$ cat config.mk
export PLATFORM = sky130hd
export DESIGN_NAME = puf_crp_ctrl
export DESIGN_NICKNAME = d
export VERILOG_FILES = /design/src/rtl/puf_pkg.sv /design/src/rtl/puf_bit_vote.sv /design/src/rtl/puf_crp_ctrl.sv
export SDC_FILE = /design/constraint.sdc
export NUM_CORES = 1
export LEC_CHECK = 0
export BUFFER_PORTS_ARGS = -buffer_cell sky130_fd_sc_hd__buf_4
export CORE_MARGIN = 2
export CORE_UTILIZATION = 40
export CTS_CLUSTER_SIZE = 10
export DETAILED_ROUTE_END_ITERATION = 8
export PLACE_DENSITY_LB_ADDON = 0.2
export SLEW_MARGIN = 20
export SYNTH_ARGS = -nofsm -noshare
export SYNTH_HDL_FRONTEND = slang
export SYNTH_SLANG_ARGS = --single-unit
$ cat constraint.sdc
create_clock -name clk -period 5.2 [get_ports clk]
set_input_delay 0.26 -clock clk [delete_from_list [all_inputs] [get_ports clk]]
set_output_delay 0.26 -clock clk [all_outputs]
set_load 0.03 [all_outputs]
$ cat src/rtl/puf_pkg.sv
// ---- puf_pkg: shared types and sizing helpers for the PUF CRP controller ----
// Rev 1.0
`timescale 1ns/1ps
`default_nettype none

package puf_pkg;

  localparam int CW_DEF = 16;
  localparam int RW_DEF = 16;

  typedef enum logic [2:0] {
    ST_IDLE   = 3'd0,
    ST_DRIVE  = 3'd1,
    ST_PULSE  = 3'd2,
    ST_SETTLE = 3'd3,
    ST_SAMPLE = 3'd4,
    ST_DONE   = 3'd5
  } state_e;

  // Wide enough to hold NEVAL itself, so a vote counter never wraps.
  function automatic int vote_cnt_w(input int neval);
    return $clog2(neval + 1);
  endfunction

endpackage

`default_nettype wire

$ cat src/rtl/puf_bit_vote.sv
// ---- puf_bit_vote: one response bit's ones counter with majority/unanimity ----
// Rev 1.0
`timescale 1ns/1ps
`default_nettype none

module puf_bit_vote
  import puf_pkg::*;
#(
  parameter int NEVAL = 5
) (
  input  logic clk,
  input  logic rst_n,
  input  logic clr_i,
  input  logic inc_i,
  input  logic bit_i,
  output logic maj_o,
  output logic stable_o
);

  localparam int CNTW = vote_cnt_w(NEVAL);
  localparam logic [CNTW-1:0] HALF = CNTW'(NEVAL / 2);
  localparam logic [CNTW-1:0] ALL  = CNTW'(NEVAL);

  logic [CNTW-1:0] cnt_q, cnt_d;

  always_comb begin
    cnt_d = cnt_q + CNTW'(inc_i & bit_i);
    if (clr_i) cnt_d = '0;
  end

  always_ff @(posedge clk or negedge rst_n) begin
    if (!rst_n) cnt_q <= '0;
    else        cnt_q <= cnt_d;
  end

  // Judged on the next count so the verdict already includes the final sample.
  assign maj_o    = (cnt_d > HALF);
  assign stable_o = (cnt_d == '0) || (cnt_d == ALL);

endmodule

`default_nettype wire

$ cat src/rtl/puf_crp_ctrl.sv
// ---- puf_crp_ctrl: issues a challenge, fires NEVAL pulses, returns voted response ----
// Rev 1.0
`timescale 1ns/1ps
`default_nettype none

module puf_crp_ctrl
  import puf_pkg::*;
#(
  parameter int CW      = CW_DEF,
  parameter int RW      = RW_DEF,
  parameter int NEVAL   = 5,
  parameter int PULSE_W = 2,
  parameter int SETTLE  = 4
) (
  input  logic          clk,
  input  logic          rst_n,
  input  logic          req_valid,
  output logic          req_ready,
  input  logic [CW-1:0] req_challenge,
  output logic [CW-1:0] puf_challenge,
  output logic          puf_pulse,
  input  logic [RW-1:0] puf_response,
  output logic          rsp_valid,
  input  logic          rsp_ready,
  output logic [CW-1:0] rsp_challenge,
  output logic [RW-1:0] rsp_response,
  output logic [RW-1:0] rsp_stable
);

  localparam int EW  = vote_cnt_w(NEVAL);
  localparam int PHW = $clog2(((PULSE_W > SETTLE) ? PULSE_W : SETTLE) + 1);

  state_e           state_q, state_d;
  logic [PHW-1:0]   phase_q, phase_d;
  logic [EW-1:0]    eval_q, eval_d;
  logic [CW-1:0]    puf_challenge_q;
  logic [CW-1:0]    rsp_challenge_q;
  logic [RW-1:0]    rsp_response_q;
  logic [RW-1:0]    rsp_stable_q;
  logic             accept, sample_en, last;
  logic [RW-1:0]    maj, stab;

  always_comb begin
    state_d   = state_q;
    req_ready = 1'b0;
    rsp_valid = 1'b0;
    puf_pulse = 1'b0;
    accept    = 1'b0;
    sample_en = 1'b0;
    last      = 1'b0;
    case (state_q)
      ST_IDLE: begin
        req_ready = 1'b1;
        if (req_valid) begin
          accept  = 1'b1;
          state_d = ST_DRIVE;
        end
      end
      ST_DRIVE: state_d = ST_PULSE;
      ST_PULSE: begin
        puf_pulse = 1'b1;
        if (phase_q == PHW'(PULSE_W - 1)) state_d = ST_SETTLE;
      end
      ST_SETTLE: begin
        if (phase_q == PHW'(SETTLE - 1)) state_d = ST_SAMPLE;
      end
      ST_SAMPLE: begin
        sample_en = 1'b1;
        if (eval_q == EW'(NEVAL - 1)) begin
          last    = 1'b1;
          state_d = ST_DONE;
        end else begin
          state_d = ST_DRIVE;
        end
      end
      ST_DONE: begin
        rsp_valid = 1'b1;
        if (rsp_ready) state_d = ST_IDLE;
      end
      default: state_d = ST_IDLE;
    endcase
  end

  // Phase counter times both the pulse and settle windows, restarting on every state change.
  always_comb begin
    phase_d = '0;
    if ((state_q == ST_PULSE || state_q == ST_SETTLE) && state_d == state_q)
      phase_d = phase_q + 1'b1;
    eval_d = eval_q;
    if (accept)         eval_d = '0;
    else if (sample_en) eval_d = eval_q + 1'b1;
  end

  always_ff @(posedge clk or negedge rst_n) begin
    if (!rst_n) begin
      state_q         <= ST_IDLE;
      phase_q         <= '0;
      eval_q          <= '0;
      puf_challenge_q <= '0;
      rsp_challenge_q <= '0;
      rsp_response_q  <= '0;
      rsp_stable_q    <= '0;
    end else begin
      state_q <= state_d;
      phase_q <= phase_d;
      eval_q  <= eval_d;
      if (accept) puf_challenge_q <= req_challenge;
      if (last) begin
        rsp_challenge_q <= puf_challenge_q;
        rsp_response_q  <= maj;
        rsp_stable_q    <= stab;
      end
    end
  end

  for (genvar i = 0; i < RW; i++) begin : g_vote
    puf_bit_vote #(.NEVAL(NEVAL)) u_vote (
      .clk      (clk),
      .rst_n    (rst_n),
      .clr_i    (accept),
      .inc_i    (sample_en),
      .bit_i    (puf_response[i]),
      .maj_o    (maj[i]),
      .stable_o (stab[i])
    );
  end

  assign puf_challenge = puf_challenge_q;
  assign rsp_challenge = rsp_challenge_q;
  assign rsp_response  = rsp_response_q;
  assign rsp_stable    = rsp_stable_q;

endmodule

`default_nettype wire

==> results.txt <==
Routed Antenna Nets = 0
Flops & latches, synth = 121
Worst-margin pin slew = 948 ps
Max cap viols = 0
Number of buffers created by CTS = 17
Root Buffer = clkbuf_16
Largest cells by area after synthesis = dfrtp_1 (55%), mux2_2 (15%), ha_1 (8.4%)
Mean Syn Cell Area = 12.8 um2
Main synth FF type = dfrtp_1
Worst setup SP type = register
Slew margin rel. = 36.8%
Slowest stage cell, crit path = and3_2
Overflow after GRT = 0
Type of the tightest min-delay check = in2reg
Top-area cell type share of the netlist area = 54.8%
Fin cells = 729
Layout Nets = 614
CP required = 5490 ps
Syn nets = 504
Peak Freq = 333 MHz
RSZ-0062 raised after global routing = no
Maximum vdd drop = 0.000356 V
H-Tree Depth = 4
Tcrit/Tclk final = 57.7%
CTS sink count = 121
Critical-path cell list = nor3b_4, and3_2, buf_4, mux2_2
Worst path max stage delay = 940 ps
Period minus WS final = 3000 ps
Final hold viol count = 0
Antenna violations before repair = 0
Setup violators final = 0
Detailed-route DRC error count = 0
First-pass GRT wire length = 17400 um
Layout area overhead = 27.1%
Worst Skew = 6.28 ps
CTS tree = done
FP Rows = 42
Count of cell types in the netlist = 27
Antenna cell count = 0
Largest net degree at the start of global routing = 67
Post-synth EDFFs = 0
Async S/R FF share, synth = 100%
CP Capture Type = register
Core area = 13300 um2
Layout cells sized above 1 = 39.4%
Arrival time worst endpoint = 3300 ps
Placer Congestion = 0.740
Syn Std Cell Area = 5520 um2
Die Area = 14800 um2
Pins over their slew limit = 0
Outcome = finished clean
Top cells by count, synth = dfrtp_1 (121), mux2_2 (72), nor2b_1 (48)
Die X = 122 um
Port Buffers = 102
IO Pins = 103
Worst Path Max Fanout = 37
YS warnings = 0
Power Dens Cells = 471 nW/um2
Vias per cell = 4.76
Detailed Place HPWL = 6830 um
Total power = 3.31 mW
Leading area contributor after synthesis = dfrtp_1
Clk slew on worst S/H paths = 60 ps
Placed cell area = 6420 um2
Most common cell in the netlist = dfrtp_1
Leakage = 3.73 nW
Final instance area = 7020 um2
Clock tree buffer depth = 2
Initial Util = 41.4%
Vias in the first global route = 3626
Starting DRT DRC Count = 121
Gate Count Post-Synth = 431
Via count = 3468
Placed Cells = 697
Fin Setup TNS = 0 ps
Total global-route track usage = 15.3%
Crit path kind = reg2reg
WL/cell = 14.0 um
Total Wirelength = 10200 um
Seq/Total Area, Yosys = 54.8%
DRT Pass-1 Iters = 4
Die height = 122 um
Clk Latency, worst-skew pair = 410 ps
[cell families after synthesis]
kind of cell | after synthesis | share of synthesized area [%]
AOI/OAI and AO/OA | 8 | 1.06
xor gates and xnor gates | 17 | 2.70
adders and majority gates | 37 | 8.38
buffers and inverters | 21 | 2.42
DFF | 121 | 54.8
muxes | 81 | 17.1
and+or+nand+nor | 146 | 13.5
[power by group]
part / leakage [nW] / internal (mW) / total (mW) / switching (mW)
sequential: 1.61 / 1.13 / 1.25 / 0.120
clock: 0.296 / 0.768 / 1.17 / 0.401
combinational: 1.83 / 0.418 / 0.892 / 0.473
[worst max-delay path: cells and delay by family (launching register included)]
kind	cells	cell delay (ps)
flip-flops	1	510
multiplexers	1	360
AND/OR/NAND/NOR	2	1620
buffers and inverters	1	380
[stage by stage]
| step | hold WS (ps) | worst slack (ps) | util [%] |
|---|---|---|---|
| 4_1_cts | 57.5 | 2050 | 52.6 |
| 3_5_place_dp | 363 | 2060 | 48.1 |
| 6_report | 73.5 | 2200 | 52.6 |
| 2_1_floorplan | -35.6 | 2940 | - |
| 3_3_place_gp | 355 | 2170 | 48.1 |
| 5_1_grt | 58.5 | 1940 | 52.6 |
[worst paths after layout]
path | startpoint | end | slack [ps] | cells past startpoint
max | state_q[0] | rsp_stable[5] | 2200 | 4
min | req_challenge[5] | puf_challenge[5] | 70 | 2
max reg2reg | state_q[0] | rsp_stable[5] | 2200 | 4
min reg2reg | phase_q[0] | phase_q[0] | 470 | 1
max in group asynchronous | rst_n | g_vote[1].u_vote.cnt_q[2] | 3420 | 3
min in group asynchronous | rst_n | g_vote[8].u_vote.cnt_q[1] | 430 | 2
[layout make-up]
class,instances,area (um2)
Clock buffer,21,460
Clock inverter,10,125
Fill cell,1194,6330
Inverter,6,22.5
Multi-Input combinational cell,289,2360
Sequential cell,121,3030
Tap cell,176,220
Timing Repair Buffer,106,798
[layer usage]
metal | GRT usage, % | vias up | share of wire [%]
met5 | 0 | - | 0
met4 | 4.67 | 0 | 1.4
met3 | 7.80 | 14 | 8.4
met2 | 23.3 | 95 | 46
met1 | 19.2 | 1698 | 45
li1 | - | 1661 | -
[what timing repair did]
item / 4_1_cts / 5_1_grt
hold buffers: 1 / 0
endpoints found under the hold margin: 55 / 0
buffers inserted: 0 / 0
gates resized for setup: 0 / 0
[cells in the final DEF, fill, tap and decap left out, drive strengths merged, types with 3 or more instances in the layout]
master and instances:
and2 17, buf 105, bufinv 3, clkbuf 21, clkinv 7, dfrtp 121
ha 37, inv 6, mux2 81, nand2 33, nor2 40, nor2b 48
xnor2 17
[registers in the layout, indices dropped and copies added, names as in the netlist]
name,count
eval_q,3
g_vote.u_vote.cnt_q,48
phase_q,3
puf_challenge,16
rsp_challenge,16
rsp_response,16
rsp_stable,16
state_q,3
Power figures use the tool's default switching activity.
